[config.mk]
export PLATFORM = sky130hd
export DESIGN_NAME = wfg_stim_sine_sweep_ctrl_flat
export DESIGN_NICKNAME = d
export VERILOG_FILES = /design/src/rtl/wfg_stim_sine_sweep_ctrl_pkg.sv /design/src/rtl/wfg_stim_sine_sweep_ctrl_if.sv /design/src/rtl/wfg_stim_sine_sweep_ctrl_wb_master_wr.sv /design/src/rtl/wfg_stim_sine_sweep_ctrl.sv /design/src/flat_wrapper.sv
export SDC_FILE = /design/constraint.sdc
export NUM_CORES = 1
export LEC_CHECK = 0
export ABC_AREA = 1
export CAP_MARGIN = 30
export CORE_MARGIN = 2
export CORE_UTILIZATION = 56
export CTS_CLUSTER_SIZE = 14
export DETAILED_ROUTE_END_ITERATION = 10
export HOLD_SLACK_MARGIN = 0.15
export PLACE_DENSITY = 0.94
export SYNTH_ARGS = -nofsm -noshare
export SYNTH_HDL_FRONTEND = slang
export SYNTH_SLANG_ARGS = --single-unit
[constraint.sdc]
create_clock -name wb_clk_i -period 4.5 [get_ports wb_clk_i]
set_input_delay 0.9 -clock wb_clk_i [delete_from_list [all_inputs] [get_ports wb_clk_i]]
set_output_delay 0.9 -clock wb_clk_i [all_outputs]
set_load 0.01 [all_outputs]
[src/rtl/wfg_stim_sine_sweep_ctrl_pkg.sv]
// Shared types and register map for the sine stimulus sweep controller.
package wfg_stim_sine_pkg;

  typedef enum logic [2:0] {
    ST_IDLE   = 3'd0,
    ST_WR_INC = 3'd1,
    ST_WR_EN  = 3'd2,
    ST_DWELL  = 3'd3,
    ST_WR_DIS = 3'd4
  } sweep_state_e;

  localparam logic [31:0] WFG_SINE_CTRL_ADDR = 32'h1;
  localparam logic [31:0] WFG_SINE_INC_ADDR  = 32'h2;
  localparam int          DWELL_W            = 24;

  // A dwell of zero still spends one cycle on the current INC value.
  function automatic logic [DWELL_W-1:0] dwell_eff(input logic [DWELL_W-1:0] d);
    return (d == '0) ? DWELL_W'(1) : d;
  endfunction

endpackage

[src/rtl/wfg_stim_sine_sweep_ctrl_if.sv]
// Wishbone write-only bus segment between the sweep controller and the sine register slave.
interface wfg_stim_sine_sweep_ctrl_if #(
  parameter int BUSW = 32
);
  logic              cyc;
  logic              stb;
  logic              we;
  logic [BUSW/8-1:0] sel;
  logic [BUSW-1:0]   adr;
  logic [BUSW-1:0]   dat;
  logic              ack;

  modport master (output cyc, stb, we, sel, adr, dat, input ack);
  modport slave  (input cyc, stb, we, sel, adr, dat, output ack);
endinterface

[src/rtl/wfg_stim_sine_sweep_ctrl_wb_master_wr.sv]
// Single-write Wishbone master: holds cyc/stb while req_i is high until ack,
// then forces one idle gap cycle so a trailing slave ack is never mistaken for a new one.
module wfg_wb_master_wr #(
  parameter int BUSW = 32
) (
  input  logic            clk,
  input  logic            rst_n,
  input  logic            req_i,
  input  logic [BUSW-1:0] addr_i,
  input  logic [BUSW-1:0] data_i,
  output logic            ack_o,
  output logic            done_o,
  wfg_stim_sine_sweep_ctrl_if.master wb
);

  logic gap_q;
  logic gap_d;
  logic stb;

  assign stb    = req_i && !gap_q;
  assign ack_o  = stb && wb.ack;
  assign gap_d  = ack_o;
  assign done_o = gap_q;

  always_ff @(posedge clk or negedge rst_n) begin
    if (!rst_n) begin
      gap_q <= 1'b0;
    end else begin
      gap_q <= gap_d;
    end
  end

  assign wb.cyc = stb;
  assign wb.stb = stb;
  assign wb.we  = stb;
  assign wb.sel = stb ? '1 : '0;
  assign wb.adr = stb ? addr_i : '0;
  assign wb.dat = stb ? data_i : '0;

endmodule

[src/rtl/wfg_stim_sine_sweep_ctrl.sv]
// Sweeps the sine generator's phase increment: writes INC, enables, dwells,
// steps INC by a signed delta, and finally disables the generator.
module wfg_stim_sine_sweep_ctrl
  import wfg_stim_sine_pkg::*;
#(
  parameter int          BUSW      = 32,
  parameter logic [31:0] INC_ADDR  = WFG_SINE_INC_ADDR,
  parameter logic [31:0] CTRL_ADDR = WFG_SINE_CTRL_ADDR
) (
  input  logic               wb_clk_i,
  input  logic               wb_rst_ni,
  input  logic               start_i,
  input  logic               abort_i,
  input  logic [15:0]        inc_start_i,
  input  logic [15:0]        inc_step_i,
  input  logic [15:0]        steps_i,
  input  logic [DWELL_W-1:0] dwell_i,
  wfg_stim_sine_sweep_ctrl_if.master wbm,
  output logic               busy_o,
  output logic               done_o,
  output logic [15:0]        cur_inc_o,
  output logic [15:0]        step_cnt_o
);

  sweep_state_e       state_q, state_d;
  logic [15:0]        inc_q, inc_d;
  logic [15:0]        cnt_q, cnt_d;
  logic [15:0]        step_q, step_d;
  logic [15:0]        steps_q, steps_d;
  logic [DWELL_W-1:0] dwell_q, dwell_d;
  logic [DWELL_W-1:0] dwell_cnt_q, dwell_cnt_d;
  logic               abort_q, abort_d;
  logic               done_q, done_d;
  logic [15:0]        cur_inc_q, cur_inc_d;

  logic               wr_req;
  logic [BUSW-1:0]    wr_addr;
  logic [BUSW-1:0]    wr_data;
  logic               wr_ack;
  logic               wr_done;
  logic               abort_any;

  assign abort_any = abort_q || abort_i;

  always_comb begin
    state_d     = state_q;
    inc_d       = inc_q;
    cnt_d       = cnt_q;
    step_d      = step_q;
    steps_d     = steps_q;
    dwell_d     = dwell_q;
    dwell_cnt_d = dwell_cnt_q;
    abort_d     = abort_q;
    done_d      = 1'b0;
    cur_inc_d   = cur_inc_q;
    wr_req      = 1'b0;
    wr_addr     = '0;
    wr_data     = '0;

    if (state_q != ST_IDLE && abort_i) abort_d = 1'b1;

    case (state_q)
      ST_IDLE: begin
        abort_d = 1'b0;
        if (start_i && !abort_i) begin
          inc_d   = inc_start_i;
          step_d  = inc_step_i;
          steps_d = steps_i;
          dwell_d = dwell_i;
          cnt_d   = '0;
          state_d = ST_WR_INC;
        end
      end
      ST_WR_INC: begin
        wr_req  = 1'b1;
        wr_addr = BUSW'(INC_ADDR);
        wr_data = BUSW'(inc_q);
        if (wr_ack) cur_inc_d = inc_q;
        // Advance only after the gap cycle so DWELL starts on a clean bus.
        if (wr_done) begin
          if (abort_any) begin
            state_d = ST_WR_DIS;
          end else if (cnt_q == '0) begin
            state_d = ST_WR_EN;
          end else begin
            state_d     = ST_DWELL;
            dwell_cnt_d = dwell_eff(dwell_q);
          end
        end
      end
      ST_WR_EN: begin
        wr_req  = 1'b1;
        wr_addr = BUSW'(CTRL_ADDR);
        wr_data = BUSW'(1);
        if (wr_done) begin
          if (abort_any) begin
            state_d = ST_WR_DIS;
          end else begin
            state_d     = ST_DWELL;
            dwell_cnt_d = dwell_eff(dwell_q);
          end
        end
      end
      ST_DWELL: begin
        if (abort_any) begin
          state_d = ST_WR_DIS;
        end else if (dwell_cnt_q == DWELL_W'(1)) begin
          if (cnt_q == steps_q) begin
            state_d = ST_WR_DIS;
          end else begin
            inc_d   = inc_q + step_q;
            cnt_d   = cnt_q + 16'd1;
            state_d = ST_WR_INC;
          end
        end else begin
          dwell_cnt_d = dwell_cnt_q - DWELL_W'(1);
        end
      end
      ST_WR_DIS: begin
        wr_req  = 1'b1;
        wr_addr = BUSW'(CTRL_ADDR);
        wr_data = '0;
        if (wr_ack) begin
          done_d  = 1'b1;
          state_d = ST_IDLE;
        end
      end
      default: state_d = ST_IDLE;
    endcase
  end

  always_ff @(posedge wb_clk_i or negedge wb_rst_ni) begin
    if (!wb_rst_ni) begin
      state_q     <= ST_IDLE;
      inc_q       <= '0;
      cnt_q       <= '0;
      step_q      <= '0;
      steps_q     <= '0;
      dwell_q     <= '0;
      dwell_cnt_q <= '0;
      abort_q     <= 1'b0;
      done_q      <= 1'b0;
      cur_inc_q   <= '0;
    end else begin
      state_q     <= state_d;
      inc_q       <= inc_d;
      cnt_q       <= cnt_d;
      step_q      <= step_d;
      steps_q     <= steps_d;
      dwell_q     <= dwell_d;
      dwell_cnt_q <= dwell_cnt_d;
      abort_q     <= abort_d;
      done_q      <= done_d;
      cur_inc_q   <= cur_inc_d;
    end
  end

  wfg_wb_master_wr #(.BUSW(BUSW)) u_wr (
    .clk    (wb_clk_i),
    .rst_n  (wb_rst_ni),
    .req_i  (wr_req),
    .addr_i (wr_addr),
    .data_i (wr_data),
    .ack_o  (wr_ack),
    .done_o (wr_done),
    .wb     (wbm)
  );

  assign busy_o     = (state_q != ST_IDLE);
  assign done_o     = done_q;
  assign cur_inc_o  = cur_inc_q;
  assign step_cnt_o = cnt_q;

endmodule

[src/flat_wrapper.sv]
// flat-port wrapper written by rule: the top's interface ports become plain ports
module wfg_stim_sine_sweep_ctrl_flat import wfg_stim_sine_pkg::*;
#(
  parameter int          BUSW      = 32,
  parameter logic [31:0] INC_ADDR  = WFG_SINE_INC_ADDR,
  parameter logic [31:0] CTRL_ADDR = WFG_SINE_CTRL_ADDR
)
  (wb_clk_i, wb_rst_ni, start_i, abort_i, inc_start_i, inc_step_i, steps_i, dwell_i, busy_o, done_o, cur_inc_o, step_cnt_o, wbm_cyc, wbm_stb, wbm_we, wbm_sel, wbm_adr, wbm_dat, wbm_ack);
  wfg_stim_sine_sweep_ctrl_if #(.BUSW(BUSW)) wbm_i ();
  input  logic wb_clk_i;
  input  logic wb_rst_ni;
  input  logic start_i;
  input  logic abort_i;
  input  logic [15:0] inc_start_i;
  input  logic [15:0] inc_step_i;
  input  logic [15:0] steps_i;
  input  logic [DWELL_W-1:0] dwell_i;
  output logic busy_o;
  output logic done_o;
  output logic [15:0] cur_inc_o;
  output logic [15:0] step_cnt_o;
  output wire logic [$bits(wbm_i.cyc)-1:0] wbm_cyc;
  output wire logic [$bits(wbm_i.stb)-1:0] wbm_stb;
  output wire logic [$bits(wbm_i.we)-1:0] wbm_we;
  output wire logic [$bits(wbm_i.sel)-1:0] wbm_sel;
  output wire logic [$bits(wbm_i.adr)-1:0] wbm_adr;
  output wire logic [$bits(wbm_i.dat)-1:0] wbm_dat;
  input wire logic [$bits(wbm_i.ack)-1:0] wbm_ack;
  assign wbm_cyc = wbm_i.cyc;
  assign wbm_stb = wbm_i.stb;
  assign wbm_we = wbm_i.we;
  assign wbm_sel = wbm_i.sel;
  assign wbm_adr = wbm_i.adr;
  assign wbm_dat = wbm_i.dat;
  assign wbm_i.ack = wbm_ack;
  wfg_stim_sine_sweep_ctrl #(.BUSW(BUSW), .INC_ADDR(INC_ADDR), .CTRL_ADDR(CTRL_ADDR)) u_core (.wb_clk_i(wb_clk_i), .wb_rst_ni(wb_rst_ni), .start_i(start_i), .abort_i(abort_i), .inc_start_i(inc_start_i), .inc_step_i(inc_step_i), .steps_i(steps_i), .dwell_i(dwell_i), .wbm(wbm_i), .busy_o(busy_o), .done_o(done_o), .cur_inc_o(cur_inc_o), .step_cnt_o(step_cnt_o));
endmodule
==> impl_results.md <==
* Startpoint Class: flip-flop
* Number of nets with antenna violations after routing at 0
* GP Congestion at 0.969
* Residual DRC at 0
* Dpl hpwl at 14700 microns
* Vias/cell at 5.32
* Die Width at 127 microns
* I/O pin count at 182
* Hold buffers post-CTS at 0
* Ranking of synthesized cells by area: dfrtp_1 40%, nand2_1 14%, nor2_1 6.2%
* Number of gates resized after cts at 0
* Synth Flop Type: dfrtp_1
* Setup TNS at 0 ns
* Final setup fails at 0
* Clk_skew at 0.0116 ns
* Clock Root Buffer: clkbuf_16
* Combinational power share at 0.487
* Yosys reg bits at 134
* Design area at 0.0103 sq mm
* Post-route setup slack at 0.931 ns
* Cell taking the most area after synthesis: dfrtp_1
* Core area at 0.0146 sq mm
* Sink Count at 134
* DP Cell Count at 1417
* Die height at 127 microns
* Fin. Hold Viols at 0
* Syn_area_per_cell at 7.39 sq um
* Mapped Area at 0.00842 sq mm
* Required time of the critical path at 3.60 ns
* WL/cell at 14.5 microns
* Layout cells sized above 1 at 0.0735
* Nets at 1350
* Final core occ at 0.705
* Vias in the first global route at 7373
* Via count at 7708
* Post-synthesis cell count at 1140
* First-pass GRT wire length at 35000 microns
* Initial antenna violation count at 0
* Worst slew pin tran at 0.951 ns
* GR Overflow Total at 0
* Setup crit end kind: output port
* Die ar. at 0.0160 sq mm
* Layout fillers at 1120
* DRT iter0 DRCs at 604
* Worst-case reg-to-reg path depth at 8
* Power share of the clock group at 0.209
* Final Cycle Share at 0.793
* Most frequent cell after synthesis: nand2_1
* Rows at 44
* Placed Instance Area at 0.00963 sq mm
* Final Max Slew Viols at 0
* FMAX at 0.280 GHz
* Starting density of the core at 0.577
* Sequential area share after synthesis at 0.398
* Clk buf depth at 2
* Clock Latency Late Sink at 0.43 ns
* Pwr Total at 7.07 mW
* Largest net degree at the start of global routing at 110
* CTS tree: yes
* Status: complete, no violations
* RR Endpoint: u_core.dwell_cnt_q[7]$_DFFE_PN0P_
* Top sig layer: met4
* Ant diodes at 0
* Distinct cells, synth at 34
* Router iterations before antenna repair at 6
* Met2 Wirelength at 10700 microns
* Sw frac at 0.422
* Post-synth ARST share at 1.00
* Minimum clock period at 3.57 ns
* Clk slew on worst S/H paths at 0.06 ns
* Synth warnings at 0
* Area growth from synthesis to layout at 22.1%
* All-Layer GR Usage at 0.268
* Met1 wire length at 8670 microns
* Post-CTS setup buffers at 0
* PortBufs at 135
* Number of flops mapped to enable cells by yosys at 0
* Min Hold Slack at 0.350 ns
* Final Non-Filler Cells at 1450
* H-tree depth at 4
* Reg2Reg Launch Point: u_core.state_q[0]$_DFFE_PN0P_
* MaxCap Viol Count at 0
* Hold Path Class: in2async
* Metal3 WL at 1160 microns
* RSZ-0062 raised after global routing: no
* Flop pwr share at 0.304
* Setup slack, reg-to-reg at 1.48 ns
* Cell Pwr Density at 687 mW/mm^2
* Internal power at 4.08 mW
* Commonest cells in the netlist: 321 x nand2_1, 140 x nor2_1, 134 x dfrtp_1, 117 x inv_1, 99 x nand3_1
* Post-Route WL at 21000 microns
* Max-slew headroom at 0.364
* VDD IR max at 446 uV
* Setup slack after placement at 1.15 ns
* Cts bufs inserted at 17
* Share of the synthesized area in the top cell type at 0.398
* Worst-path fanout max at 15
* Static Leak at 5.08 nW
* Critical Path AT at 2.67 ns
* Switching power at 2.98 mW
* WS Path Type: reg2out
==> placed cells by master (no fill, tap or decap), types with 2 or more instances in the layout <==
master           synthesis  routed
conb_1                   1      46
clkinvlp_4               0       2
clkinv_4                 0       2
clkbuf_1                19       2
a21oi_1                 33      33
nand3b_1                 6       6
nand2_1                321     320
clkdlybuf4s50_1          0     134
o21ai_0                 49      49
inv_1                  117     117
dfrtp_1                134     134
buf_4                   56       5
clkbuf_16                0      17
nor2_1                 140     140
clkinv_2                 0       3
or2_2                    6       6
xnor2_1                  5       5
xor2_1                  33      33
inv_2                    3       3
nor2_4                   2       2
nor3_1                  14      14
nand4_1                 11      11
ha_1                    19      19
nand3_1                 99      99
o21ai_1                  5       5
mux2_2                  40      40
bufinv_16                0       4
==> cell type report <==
| type | instances | area [sq um] | share of cell area |
|---|---|---|---|
| Clock buffer | 20 | 447 | 0.0434 |
| Clock inverter | 12 | 176 | 0.0172 |
| Inverter | 120 | 450 | 0.0438 |
| Multi-Input combinational cell | 839 | 4210 | 0.409 |
| Sequential cell | 134 | 3350 | 0.326 |
| Tap cell | 184 | 230 | 0.0224 |
| Timing Repair Buffer | 141 | 1420 | 0.138 |
==> critical path, cell delays in order, from the launching register on <==
cell and delay, ns:
dfrtp_1 0.45, inv_2 0.11, nand3_1 0.12, nor2_1 0.39, inv_1 0.36, nor2_1 0.24, clkdlybuf4s50_1 0.57
==> power by group through the flow <==
stage / sequential, mW / combinational (mW) / clock (mW)
after floorplan: 2.06 / 2.50 / 0
after global placement: 2.13 / 3.22 / 0
after detailed placement: 2.15 / 3.37 / 0
after CTS: 2.14 / 3.42 / 1.49
after global routing: 2.21 / 3.88 / 1.55
final: 2.15 / 3.44 / 1.48
==> registers in the layout, summed over array words and instances, names as in the netlist <==
signal	cells
u_core.dwell_cnt_q	24
u_core.abort_q	1
u_core.u_wr.done_o	1
u_core.inc_q	16
u_core.step_q	16
u_core.step_cnt_o	16
u_core.cur_inc_o	16
u_core.state_q	3
u_core.steps_q	16
u_core.done_o	1
u_core.dwell_q	24
==> how the worst max path moves through the flow <==
stage                                  startpoint                                 end  slack (ns)  cells past startpoint
finish              u_core.state_q[2]$_DFFE_PN0P_                          wbm_dat[2]        0.93                      6
floorplan           u_core.state_q[0]$_DFFE_PN0P_                          wbm_sel[0]        2.17                      6
global placement                          abort_i   u_core.dwell_cnt_q[7]$_DFFE_PN0P_        1.35                      7
global route        u_core.state_q[1]$_DFFE_PN0P_                          wbm_dat[2]        0.85                      6
detailed placement                        abort_i  u_core.dwell_cnt_q[10]$_DFFE_PN0P_        1.15                      7
CTS                 u_core.state_q[1]$_DFFE_PN0P_                          wbm_dat[2]        0.98                      6
==> layer usage <==
metal  global-route usage  vias to the layer above
li1                     -                     3733
met1                0.330                     3658
met2                0.464                      268
met3               0.0561                       49
met4                0.101                        0
met5                    0                        -
==> kinds of logic (layout without fill, tap and decap cells) <==
kind of cell	Yosys count	after routing	synth area share
flops	134	134	0.398
simple gates	604	604	0.299
other cells	1	46	0.000445
mux	41	41	0.0547
fa+ha+maj	20	20	0.0306
compound gates	90	90	0.0542
buf+inv	212	293	0.123
xor+xnor	38	38	0.0395
Note: power is estimated with default switching activity, not from simulation.
